### config.mk
export PLATFORM = sky130hd
export DESIGN_NAME = operand_stager
export DESIGN_NICKNAME = d
export VERILOG_FILES = /design/src/rtl/operand_stager.sv
export SDC_FILE = /design/constraint.sdc
export NUM_CORES = 1
export LEC_CHECK = 0
export ABC_AREA = 1
export CORE_MARGIN = 1
export CORE_UTILIZATION = 44
export DETAILED_ROUTE_END_ITERATION = 10
export MAX_ROUTING_LAYER = met4
export PLACE_DENSITY = 0.8
export SLEW_MARGIN = 20
export SYNTH_ARGS = -nofsm -noshare
export SYNTH_HDL_FRONTEND = slang
export SYNTH_SLANG_ARGS = --single-unit
### constraint.sdc
create_clock -name clk -period 1.7 [get_ports clk]
set_clock_uncertainty 0.2 [all_clocks]
set_input_delay 0.255 -clock clk [delete_from_list [all_inputs] [get_ports clk]]
set_output_delay 0.255 -clock clk [all_outputs]
set_load 0.005 [all_outputs]
### src/rtl/operand_stager.sv
// rtl/operand_stager.sv - operand pairing and result capture for the 16-bit NAND logic stage
// Pairs incoming words into A/B (or A plus the last result) and registers the stage result.
module operand_stager #(
   parameter int K  = 16,
   parameter int CW = 8
) (
   input  logic          clk,
   input  logic          rst_n,
   input  logic [K-1:0]  in_data,
   input  logic          in_valid,
   output logic          in_ready,
   input  logic          acc_mode,
   output logic [K-1:0]  opA,
   output logic [K-1:0]  opB,
   output logic          op_valid,
   input  logic          op_ready,
   input  logic [K-1:0]  result_in,
   output logic [K-1:0]  result_out,
   output logic          result_valid,
   output logic          acc_valid,
   output logic [CW-1:0] pair_count
);

   typedef enum logic [1:0] {
      LOAD_A = 2'd0,
      LOAD_B = 2'd1,
      ISSUE  = 2'd2
   } stagerState_t;

   stagerState_t state;
   stagerState_t nextState;

   logic [K-1:0]  accumulator;
   logic          wordXfer;
   logic          loadA;
   logic          loadB;
   logic          loadBFromAcc;
   logic          completeOp;

   assign in_ready = (state != ISSUE);
   assign wordXfer = in_valid && in_ready;

   always_comb begin
      nextState    = state;
      loadA        = 1'b0;
      loadB        = 1'b0;
      loadBFromAcc = 1'b0;
      completeOp   = 1'b0;
      case (state)
         LOAD_A: begin
            if (wordXfer) begin
               loadA = 1'b1;
               // Chaining needs a prior result; otherwise fall back to a normal B load.
               if (acc_mode && acc_valid) begin
                  loadBFromAcc = 1'b1;
                  nextState    = ISSUE;
               end else begin
                  nextState = LOAD_B;
               end
            end
         end
         LOAD_B: begin
            if (wordXfer) begin
               loadB     = 1'b1;
               nextState = ISSUE;
            end
         end
         ISSUE: begin
            if (op_ready) begin
               completeOp = 1'b1;
               nextState  = LOAD_A;
            end
         end
         default: nextState = LOAD_A;
      endcase
   end

   always_ff @(posedge clk or negedge rst_n) begin
      if (!rst_n) begin
         state <= LOAD_A;
      end else begin
         state <= nextState;
      end
   end

   always_ff @(posedge clk or negedge rst_n) begin
      if (!rst_n) begin
         opA <= '0;
         opB <= '0;
      end else begin
         if (loadA) begin
            opA <= in_data;
         end
         if (loadB) begin
            opB <= in_data;
         end else if (loadBFromAcc) begin
            opB <= accumulator;
         end
      end
   end

   // op_valid is a flop that mirrors "next state is ISSUE", so it is high exactly while in ISSUE.
   always_ff @(posedge clk or negedge rst_n) begin
      if (!rst_n) begin
         op_valid     <= 1'b0;
         result_valid <= 1'b0;
      end else begin
         op_valid     <= (nextState == ISSUE);
         result_valid <= completeOp;
      end
   end

   always_ff @(posedge clk or negedge rst_n) begin
      if (!rst_n) begin
         result_out  <= '0;
         accumulator <= '0;
         acc_valid   <= 1'b0;
         pair_count  <= '0;
      end else if (completeOp) begin
         result_out  <= result_in;
         accumulator <= result_in;
         acc_valid   <= 1'b1;
         pair_count  <= pair_count + 1'b1;
      end
   end

endmodule
==> out/metrics.cfg, run 1 <==
[status]
status = finished clean

[cts]
h-tree-depth = 3
cts_buffer_depth = 2
cts.sinks = 61
cts_buffers = 9
cts_tree = done
root_buffer = clkbuf_8
clk_pin_slew_worst_paths_ns = 0.07
clk_latency_ns = 0.33

[sta]
tns_ns = 0
final_hold_viol_count = 0
slew_violations = 0
setup_viol = 0
max_freq_mhz = 593
whs_ns = 0.250
slew_headroom_pct = 78.7
period_minus_slack_ns = 1.69
timing.final.crit_share_pct = 99.2
worst_pin_slew_ns = 0.320

[synthesis]
synth_seq_cells = 61
yosys.area.top_type = dfrtp_1
yosys.cell_count.top_type = nand2_1
syn_nets = 347
yosysUniqueCellTypes = 22
netlist_instances = 309
yosysWarnings = 0
synthFlopType = dfrtp_1
yosys-top-cells-area = dfrtp_1 (59%), nand2_1 (17%), o21ai_0 (8.5%), inv_1 (5.8%), buf_2 (1.5%)
yosys-top-cells-count = nand2_1 (119), dfrtp_1 (61), o21ai_0 (44), inv_1 (40), buf_2 (8)
synth_top_area_share_pct = 58.6
ys_seq_area_share_pct = 58.6
synth_edf_count = 0
syn_area_per_cell_um2 = 8.43
synthArstFlopShare_pct = 100
synth_area_um2 = 2600

[floorplanning]
start_util_pct = 46.5
pin_count = 97
die_area_um2 = 6230
die_h_um = 78.9
core_um2 = 5610
rows = 27
fp.dieW_um = 78.9

[worst_hold_path]
whs_endpoint = accumulator[13]
hold_depth = 3
min_from = result_in[13]
hold_path_class = input pin to register

[final_layout]
antenna_cells = 0
syn2layout_area_growth_pct = 57.7
fin_nets = 474
final_cells = 513
n_fill_cell = 432
drive_above_1_share_pct = 12.9

[place]
numPortBuffers = 96
hpwl_um = 4290
place_congestion = 0.808
post-place-cells = 473

[global_route]
antenna_found_initial = 0
grt_start_max_net_pins = 62
grt_pass1_wl_um = 10900
grt_pass1_vias = 2293
track_usage_pct = 23.9
grt-ovfl-total = 0

[critical_path]
ff2ff_setup_slack_ns = 0.17
end_kind = primary output
worstSetupPathType = register to primary output
critPathSlowestCell = clkdlybuf4s50_1
max_stage_delay_ns = 0.53
worstPathMaxFanout = 3
worstPathCellList = clkdlybuf4s50_1
r2r-end = opB[13]
reg2reg_depth = 7
required_ns = 1.24
r2r-start = state[1]
worstSetupStartpointType = register
arrival_ns = 1.23
cp_top_family = buffers and inverters
path_buf_inv = 1

[route]
drtPass1Iterations = 4
vias = 2404
drtAntennaViolNets = 0
drt-total-wl_um = 6540
via_per_inst = 4.69
post_drt_wl_per_cell_um = 12.7
drt_iter0_drc = 88
drcViolationCount = 0

[power]
leakagePower_uw = 0.00218
ir_worst_vdd_mv = 1.06
power.density_nw_per_um2 = 1610
totalPowerFinal_uw = 6610

[flow_run]
cap_violations = 0

[power breakdown]
| group | total, uW | internal (uW) | leakage [uW] | switching [uW] |
|---|---|---|---|---|
| registers | 2400 | 2060 | 0.000761 | 346 |
| logic | 2960 | 1730 | 0.00131 | 1230 |
| clock network | 1240 | 707 | 0.000103 | 534 |
| total | 6610 | 4490 | 0.00218 | 2110 |
[registers in the layout (all words and copies together), names as in the netlist]
name and cells:
accumulator 16, opA 16, opB 16, pair_count 8, state 2, acc_valid 1
op_valid 1, result_valid 1
[cell families after synthesis]
family | after synthesis | share of synthesized area [%]
AO/OA/AOI/OAI | 52 | 10.1
XOR/XNOR | 3 | 1.01
adder cells (fa/ha/maj) | 1 | 0.480
buffers and inverters | 56 | 8.93
flip-flops | 61 | 58.6
AND/OR/NAND/NOR | 136 | 20.8
[stage by stage]
stage	worst slack (ns)	utilization, %	instance area (um2)
floorplan	0.350	-	2610
global placement	0.0355	65.9	3700
detailed placement	-0.00735	65.9	3700
CTS	0.00265	71.4	4000
global route	-0.0217	73.2	4110
finish	0.0143	73.2	4110
[placed cells by master (no fill, tap or decap)]
cell type        count
nand4_1              2
nand2_1            119
o21ai_1              5
dfrtp_2              2
nor2_1               5
buf_12               4
ha_1                 1
xor2_1               2
nor2_2               1
a21oi_2              1
or2_1                1
inv_1               40
buf_2                1
clkbuf_8            10
dlygate4sd2_1        3
clkbuf_1             1
nand3b_1             1
inv_2                3
dfrtp_1             59
buf_4               28
xnor2_1              1
nand3_2              2
clkinv_2             4
o21ai_0             44
a21oi_1              2
dlymetal6s2s_1      15
nand3_1              5
clkdlybuf4s50_1     77
dlygate4sd3_1        1
bufinv_16            1
[what timing repair did]
action,CTS,global route
setup buffers,14,9
endpoints found under the setup margin,14,19
hold buffers,1,0
gates resized for setup,5,15
hold endpoints to repair,61,0
gates cloned,0,0
[metal layers]
layer	part of all wire [%]	up-vias	GRT usage, %
met5	0	-	-
met4	3.0	0	13.1
met3	5.0	18	5.52
met2	49	80	36.8
met1	43	1108	29.3
li1	-	1198	-
[area by class of cell]
type | instances | area, um2 | share of cell area [%]
Multi-Input combinational cell | 192 | 846 | 20.6
Clock buffer | 11 | 141 | 3.44
Sequential cell | 61 | 1530 | 37.2
Clock inverter | 5 | 50.0 | 1.22
Tap cell | 72 | 90.1 | 2.19
Inverter | 43 | 161 | 3.93
Timing Repair Buffer | 129 | 1290 | 31.4
[worst max path at each step]
stage	start	end	slack, ns	cells after the start
6_report	pair_count[5]	pair_count[5]	0.01	1
3_5_place_dp	op_ready	pair_count[4]	-0.007	6
2_1_floorplan	state[0]	pair_count[6]	0.35	6
5_1_grt	pair_count[5]	pair_count[5]	-0.02	1
4_1_cts	accumulator[13]	result_out[13]	0.003	1
3_3_place_gp	in_valid	opB[14]	0.04	5
Power figures use the tool's default switching activity.
==> run 2: changes to the inputs <==
Settings changed: CTS_CLUSTER_DIAMETER from default to 60.
==> results of run 2 <==
Final layout, timing and power as in run 1 (identical DEF).
